[config.mk]
export PLATFORM = sky130hd
export DESIGN_NAME = mod4_mode_sequencer_flat
export DESIGN_NICKNAME = d
export VERILOG_FILES = /design/src/rtl/mod4_mode_sequencer_if.sv /design/src/rtl/mod4_mode_sequencer.sv /design/src/flat_wrapper.sv
export SDC_FILE = /design/constraint.sdc
export NUM_CORES = 1
export LEC_CHECK = 0
export ABC_AREA = 1
export ABC_CLOCK_PERIOD_IN_PS = 2450
export CORE_MARGIN = 8
export CORE_UTILIZATION = 30
export CTS_CLUSTER_SIZE = 25
export DETAILED_ROUTE_END_ITERATION = 16
export PLACE_DENSITY_LB_ADDON = 0.25
export SLEW_MARGIN = 20
export SYNTH_ARGS = -nofsm -noshare
export SYNTH_HDL_FRONTEND = slang
export SYNTH_SLANG_ARGS = --single-unit
[constraint.sdc]
create_clock -name CLK1 -period 2.45 [get_ports CLK1]
set_clock_uncertainty 0.2 [all_clocks]
set_input_delay 0.3675 -clock CLK1 [delete_from_list [all_inputs] [get_ports CLK1]]
set_output_delay 0.3675 -clock CLK1 [all_outputs]
set_load 0.03 [all_outputs]
[src/rtl/mod4_mode_sequencer_if.sv]
// Command handshake between a mode-command initiator and mod4_mode_sequencer.
interface mod4_mode_sequencer_if #(
  parameter int HOLD_W = 4
);
  logic              cmd_valid;
  logic              cmd_ready;
  logic [1:0]        cmd_mode;
  logic [HOLD_W-1:0] cmd_hold;

  modport master (output cmd_valid, cmd_mode, cmd_hold, input cmd_ready);
  modport slave  (input cmd_valid, cmd_mode, cmd_hold, output cmd_ready);
endinterface

[src/rtl/mod4_mode_sequencer.sv]
// Queues mode commands and plays each onto the D1/D2 pair for its hold count.
// state | meaning
// IDLE  | no active command, IDLE_MODE driven, pops as soon as the FIFO holds one
// HOLD  | active mode held on D1/D2, cnt counts remaining cycles down to 1
module mod4_mode_sequencer #(
  parameter int         DEPTH     = 4,
  parameter int         HOLD_W    = 4,
  parameter logic [1:0] IDLE_MODE = 2'b00
) (
  input  logic                      CLK1,
  input  logic                      RST,
  mod4_mode_sequencer_if.slave      cmd,
  output logic                      D1,
  output logic                      D2,
  output logic                      busy,
  output logic                      done,
  output logic [$clog2(DEPTH):0]    level
);

  localparam int PW = $clog2(DEPTH);
  localparam int LW = PW + 1;

  typedef enum logic {IDLE, HOLD} state_t;

  state_t            state, state_nxt;
  logic [1:0]        mem_mode [DEPTH];
  logic [HOLD_W-1:0] mem_hold [DEPTH];
  logic [PW-1:0]     wr_ptr, rd_ptr;
  logic [HOLD_W-1:0] cnt, cnt_nxt;
  logic [1:0]        mode_nxt;
  logic              busy_nxt, done_nxt;
  logic              push, pop, last;

  // ready depends only on registered level, never on cmd_valid
  assign cmd.cmd_ready = (level != LW'(DEPTH));
  assign push = cmd.cmd_valid & cmd.cmd_ready;
  assign last = (state == HOLD) && (cnt == HOLD_W'(1));
  assign pop  = (level != '0) && ((state == IDLE) || last);

  always_ff @(posedge CLK1 or negedge RST) begin
    if (!RST) begin
      wr_ptr <= '0;
      rd_ptr <= '0;
      level  <= '0;
    end else begin
      if (push) wr_ptr <= wr_ptr + PW'(1);
      if (pop)  rd_ptr <= rd_ptr + PW'(1);
      level <= level + LW'(push) - LW'(pop);
    end
  end

  always_ff @(posedge CLK1) begin
    if (push) begin
      mem_mode[wr_ptr] <= cmd.cmd_mode;
      mem_hold[wr_ptr] <= cmd.cmd_hold;
    end
  end

  always_ff @(posedge CLK1 or negedge RST) begin
    if (!RST) begin
      state    <= IDLE;
      cnt      <= '0;
      {D1, D2} <= IDLE_MODE;
      busy     <= 1'b0;
      done     <= 1'b0;
    end else begin
      state    <= state_nxt;
      cnt      <= cnt_nxt;
      {D1, D2} <= mode_nxt;
      busy     <= busy_nxt;
      done     <= done_nxt;
    end
  end

  always_comb begin
    state_nxt = state;
    if (pop)       state_nxt = HOLD;
    else if (last) state_nxt = IDLE;
  end

  // outputs are computed one cycle ahead and registered, so D1/D2 never glitch
  always_comb begin
    cnt_nxt  = cnt;
    mode_nxt = {D1, D2};
    if (pop) begin
      cnt_nxt  = (mem_hold[rd_ptr] == '0) ? HOLD_W'(1) : mem_hold[rd_ptr];
      mode_nxt = mem_mode[rd_ptr];
    end else if (last) begin
      cnt_nxt  = '0;
      mode_nxt = IDLE_MODE;
    end else if (state == HOLD) begin
      cnt_nxt  = cnt - HOLD_W'(1);
    end
    busy_nxt = (state_nxt == HOLD);
    done_nxt = (state_nxt == HOLD) && (cnt_nxt == HOLD_W'(1));
  end

endmodule

[src/flat_wrapper.sv]
// flat-port wrapper written by rule: the top's interface ports become plain ports
module mod4_mode_sequencer_flat 
#(
  parameter int         DEPTH     = 4,
  parameter int         HOLD_W    = 4,
  parameter logic [1:0] IDLE_MODE = 2'b00
)
  (CLK1, RST, D1, D2, busy, done, level, cmd_cmd_valid, cmd_cmd_mode, cmd_cmd_hold, cmd_cmd_ready);
  mod4_mode_sequencer_if #(.HOLD_W(HOLD_W)) cmd_i ();
  input  logic CLK1;
  input  logic RST;
  output logic D1;
  output logic D2;
  output logic busy;
  output logic done;
  output logic [$clog2(DEPTH):0] level;
  input wire logic [$bits(cmd_i.cmd_valid)-1:0] cmd_cmd_valid;
  input wire logic [$bits(cmd_i.cmd_mode)-1:0] cmd_cmd_mode;
  input wire logic [$bits(cmd_i.cmd_hold)-1:0] cmd_cmd_hold;
  output wire logic [$bits(cmd_i.cmd_ready)-1:0] cmd_cmd_ready;
  assign cmd_i.cmd_valid = cmd_cmd_valid;
  assign cmd_i.cmd_mode = cmd_cmd_mode;
  assign cmd_i.cmd_hold = cmd_cmd_hold;
  assign cmd_cmd_ready = cmd_i.cmd_ready;
  mod4_mode_sequencer #(.DEPTH(DEPTH), .HOLD_W(HOLD_W), .IDLE_MODE(IDLE_MODE)) u_core (.CLK1(CLK1), .RST(RST), .cmd(cmd_i), .D1(D1), .D2(D2), .busy(busy), .done(done), .level(level));
endmodule
==> flow_summary.yaml, run 1 <==
status:
  outcome: "finished clean"
place:
  numPortBuffers: 16
  hpwl_um: 2560
  dpl.cell_count: 275
  gp_congestion: 0.752
  pre_cts_ws_ps: 42.1
  place_area_um2: 2100
synthesis:
  yosysTopAreaCell: "edfxtp_1"
  yosysMostFrequentCell: "nand2_1"
  ys.flop_type: "edfxtp_1"
  yosysWarningCount: 0
  synth_async_sr_flop_share_pct: 38.5
  ys_seq_elements: 39
  yosysTopAreaCellShare_pct: 40.0
  syn_avg_cell_area_um2: 10.1
  syn_area_um2: 1800
  synth_cell_types: 21
  synth_fp_nets: 197
  netlist_instances: 179
  ys_seq_area_share_pct: 60.9
  netlist_top_cells_area: "edfxtp_1 (40%), dfrtp_1 (21%), nand2_1 (10%), ha_1 (5.6%), inv_1 (4.4%)"
  synth_edf_count: 24
  synth_common_cells: "nand2_1 (50), edfxtp_1 (24), inv_1 (21), nor2_1 (21), dfrtp_1 (15)"
routing:
  antenna_left: 0
  vias: 1244
  post-route-drc-count: 0
  first_pass_iters: 2
  wl_per_cell_um: 12.9
  vias_per_cell: 4.36
  drt-initial-drc-count: 27
  totalWireLength_um: 3680
pwr:
  netSwitchingFraction_pct: 41.4
  power_density_nw_per_um2: 1250
  p_total_mw: 2.79
  power_frac_comb_pct: 45.8
  p_leak_nw: 0.976
  p_sw_mw: 1.15
  p_seq_share_pct: 38.3
  internal_power_mw: 1.63
  p_clk_share_pct: 15.9
  ir_drop_uv: 487
sta:
  setup_viol: 0
  whs_ps: 283
  hold_viol_final: 0
  worst_pin_slew_ps: 690
  fin_ws_ps: 110
  fin_crit_sh_pct: 95.5
  period_needed_ps: 2340
  slew_viol_final: 0
  max_slew_margin_pct: 53.8
  max_freq_ghz: 0.427
worst_setup_path:
  reg2reg_from: "u_core.cnt[1]"
  r2r_end: "u_core.level[2]"
  worstPathRequired_ps: 2440
  worst-path-max-fanout: 3
  endpoint_kind: "flop"
  cp_data_arrival_time_ps: 2330
  reg2reg_depth: 11
  crit_path_start_kind: "flop"
  critPathKind: "flop to flop"
  endpoint: "u_core.level[2]"
  regToRegSetupSlack_ps: 110
  crit_start: "u_core.cnt[1]"
finish:
  diodes: 0
  final_cell_area_um2: 2230
  multiInputGateArea_um2: 631
  syn_to_final_growth_pct: 24.0
  nFillCells: 608
  finalNetCount: 227
  stdcell_count: 285
  drive_above_1_share_pct: 15.2
  seq_area_um2: 1100
cts:
  cts_buffers: 5
  cts_buffer_depth: 2
  htree_num_levels: 2
  cts_hold_buf: 0
  cts_tree: "done"
  clockRootBuffer: "clkbuf_8"
  clock-sinks: 39
  clk_pin_slew_ps: 80
  clk_latency_ps: 290
die:
  rows: 28
  core_area_um2: 5850
  ios: 17
  start_util_pct: 30.8
  die_y_um: 93.5
  dieArea_um2: 8740
  die_w_um: 93.5
global_routing:
  grt-ovfl-total: 0
  grt.total_usage_pct: 8.90
  grt_pass1_vias: 1212
  grt_max_degree: 16
  grt_pass1_wl_um: 5950
  antenna_found_initial: 0
run:
  cap_violations: 0
min_path:
  hold_class: "input pin to async pin"
power by group through the flow:
stage / combinational, mW / sequential [mW] / clock, mW
floorplan: 0.797 / 1.11 / 0
global placement: 1.21 / 1.08 / 0
detailed placement: 1.22 / 1.08 / 0
CTS: 1.22 / 1.07 / 0.453
global route: 1.46 / 1.10 / 0.487
finish: 1.28 / 1.07 / 0.443
timing repair:
item | CTS | global route
endpoints found under the hold margin | 0 | 0
endpoints found under the setup margin | 0 | 1
gates resized for setup | 0 | 8
setup buffers | 0 | 2
state kept, by name (all words and copies together), names as in the netlist:
register / count
u_core.D1: 1
u_core.D2: 1
u_core.busy: 1
u_core.cnt: 4
u_core.done: 1
u_core.level: 3
u_core.mem_hold: 16
u_core.mem_mode: 8
u_core.rd_ptr: 2
u_core.wr_ptr: 2
layout make-up:
class                           count  share of cell area, %
Sequential cell                    39                   49.2
Multi-Input combinational cell    114                   28.2
Timing Repair Buffer               26                   10.5
Tap cell                           75                   4.20
Inverter                           23                   3.87
Clock buffer                        5                   3.08
Clock inverter                      3                  0.896
stage by stage:
step	setup TNS [ps]	utilization [%]
2_1_floorplan	0	-
3_3_place_gp	0	35.8
3_5_place_dp	0	35.8
4_1_cts	0	37.3
5_1_grt	-1.79	38.2
6_report	0	38.2
worst max-delay path: stages, from the launching register on:
cell and delay [ps]:
dfrtp_1 390, inv_2 80, ha_4 130, nand3_2 100, a21oi_2 180, ha_1 240
inv_1 60, ha_1 130, inv_1 50, fa_2 370, xnor2_2 150, xor2_1 150
routing by layer:
metal	track usage, %	wire length (um)	up-vias
met1	11.2	1730	584
met4	4.83	78	0
met5	0	0	-
met3	2.40	137	7
met2	13.6	1740	17
li1	-	-	636
cells in the final DEF, fill, tap and decap left out, types with 5 or more instances in the layout:
cell	netlist	final
o21ai_0	5	5
clkdlybuf4s50_1	0	16
buf_4	0	10
nor2_1	21	20
nand3_1	12	11
dfrtp_1	15	13
ha_1	8	7
edfxtp_1	24	24
inv_1	21	20
nand2_1	50	50
clkbuf_8	0	5
worst min path at each step:
stage,slack (ps),depth (start not counted),end
after floorplan,-130,0,u_core.D1
after global placement,320,1,u_core.D1
after detailed placement,320,2,u_core.busy
after CTS,310,1,u_core.busy
after global routing,350,1,u_core.busy
final,280,1,u_core.busy
kinds of logic (layout without fill, tap and decap cells):
logic type	count (synthesis)	count (layout)	share of synthesized area (%)
adder cells (fa/ha/maj)	9	9	6.67
flip-flops	39	39	60.9
buffers and inverters	26	57	5.98
XOR/XNOR	5	5	2.43
AND/OR/NAND/NOR	89	89	20.3
AO/OA/AOI/OAI	11	11	3.75
No activity file was read; power rests on OpenSTA's default activity.
==> run 2, diff against run 1 <==
- SETUP_SLACK_MARGIN: not set -> 0.3
==> flow_summary.yaml, run 2 (synthesized netlist as in run 1, its figures left out) <==
die:
  start_util_pct: 30.8
  die_y_um: 93.5
  rows: 28
  dieArea_um2: 8740
  ios: 17
  die_w_um: 93.5
  core_area_um2: 5850
global_routing:
  grt_max_degree: 16
  grt_pass1_vias: 1302
  antenna_found_initial: 0
  grt-ovfl-total: 0
  grt.total_usage_pct: 9.10
  grt_pass1_wl_um: 6130
sta:
  tns_ps: 0
  worst_pin_slew_ps: 460
  rsz0062_at_grt: "true"
  slew_viol_final: 0
  hold_viol_final: 0
  max_slew_margin_pct: 69.4
  setup_viol: 0
  period_needed_ps: 2210
  fin_crit_sh_pct: 90.1
  max_freq_ghz: 0.453
  fin_ws_ps: 242
routing:
  route.met3.wl_um: 118
  vias_per_cell: 4.31
  routed.top_layer: "met4"
  post-route-drc-count: 0
  antenna_left: 0
  wl_met1_um: 1620
  first_pass_iters: 4
  vias: 1259
  totalWireLength_um: 3580
  drt-initial-drc-count: 44
  met2_length_um: 1790
  wl_per_cell_um: 12.3
cts:
  clock-sinks: 39
  clockRootBuffer: "clkbuf_8"
  cts_tree: "done"
  clk_latency_ps: 290
  htree_num_levels: 2
  cts_buffer_depth: 2
  clk_pin_slew_ps: 80
  cts_buffers: 5
finish:
  diodes: 0
  final_cell_mix: "nand2_1 (50), edfxtp_1 (24), nor2_1 (20)"
  stdcell_count: 292
  syn_to_final_growth_pct: 30.9
  drive_above_1_share_pct: 20.3
  final_common_cell: "nand2_1"
  top_register: "u_core.mem_hold"
  final_cell_area_um2: 2360
  largest_reg_flops: 16
  nFillCells: 586
  finalNetCount: 234
  reg.largest.list: "u_core.mem_hold: 16 flops, u_core.mem_mode: 8 flops, u_core.cnt: 4 flops"
pwr:
  power_frac_comb_pct: 46.9
  ir_drop_uv: 540
  p_sw_mw: 1.19
  p_total_mw: 3.02
  p_clk_share_pct: 17.6
  p_leak_nw: 1.02
  internal_power_mw: 1.83
  power_density_nw_per_um2: 1280
  netSwitchingFraction_pct: 39.4
  p_seq_share_pct: 35.5
place:
  gp_congestion: 0.800
  place_area_um2: 2130
  hpwl_um: 2550
  dpl.cell_count: 275
  pre_cts_ws_ps: 130
  numPortBuffers: 16
worst_setup_path:
  worstPathRequired_ps: 2430
  cp_data_arrival_time_ps: 2190
  cp_top_family: "adder cells"
  cpMostUsedCell: "ha_4"
  slowest_delay_ps: 390
  worst-path-max-fanout: 2
  path_buf_inv: 3
  endpoint_kind: "flop"
  cp_slowest_cell: "dfrtp_1"
  critPathKind: "flop to flop"
  crit_path_start_kind: "flop"
  path_cells: "inv_2 -> ha_4 -> nand3_4 -> a21oi_4 -> ha_4 -> inv_4 -> ha_4 -> inv_2 -> fa_2 -> xnor2_2 -> xor2_1"
status:
  outcome: "finished clean"
min_path:
  hold_class: "input pin to async pin"
run:
  cap_violations: 0
[run 2: power by group through the flow]
stage	clock network [mW]	logic [mW]	registers [mW]
2_1_floorplan	0	0.836	1.11
3_3_place_gp	0	1.23	1.09
3_5_place_dp	0	1.24	1.09
4_1_cts	0.546	1.34	1.08
5_1_grt	0.576	1.63	1.11
6_report	0.531	1.42	1.07
[run 2: stage by stage]
stage / hold WS (ps) / utilization, %
global route: 208 / 40.3
CTS: 193 / 39.4
global placement: 320 / 36.4
finish: 188 / 40.3
detailed placement: 319 / 36.4
floorplan: -128 / -
[run 2: area by class of cell]
cell class	count	area [um^2]	share of cell area, %
clock buffer	5	68.8	2.92
clock inverter	3	42.5	1.80
inverter	23	88.8	3.77
multi-input combinational	114	676	28.7
sequential	39	1100	46.6
tap	75	93.8	3.98
timing repair buffer	33	289	12.3
[run 2: path summary, 6_finish.rpt]
kind                          startpoint              end  slack (ps)  cells past startpoint
max                        u_core.cnt[1]  u_core.level[2]         240                     11
min                                  RST      u_core.busy         190                      2
max reg2reg                u_core.cnt[1]  u_core.level[2]         240                     11
min reg2reg                    u_core.D1        u_core.D1         340                      1
max in group asynchronous            RST  u_core.level[0]        1670                      2
min in group CLK1              u_core.D1        u_core.D1         340                      1
[run 2: timing repair]
item,4_1_cts,5_1_grt
setup endpoints to repair,3,4
resized for setup,4,10
cloned,0,0
hold buffers,0,0
pin swaps,2,0
setup buffers,7,2
[run 2: metal layers]
metal  track usage [%]  vias to the layer above
met2              14.9                       19
met5                 0                        -
met4              4.83                        0
li1                  -                      648
met3              2.40                        4
met1              10.7                      588
==> run 3, diff against run 2 <==
- CTS_BUF_LIST: not set -> sky130_fd_sc_hd__clkbuf_2 sky130_fd_sc_hd__clkbuf_4 sky130_fd_sc_hd__clkbuf_8
==> results of run 3 <==
No change in the layout: final DEF, timing and power equal those of run 2.
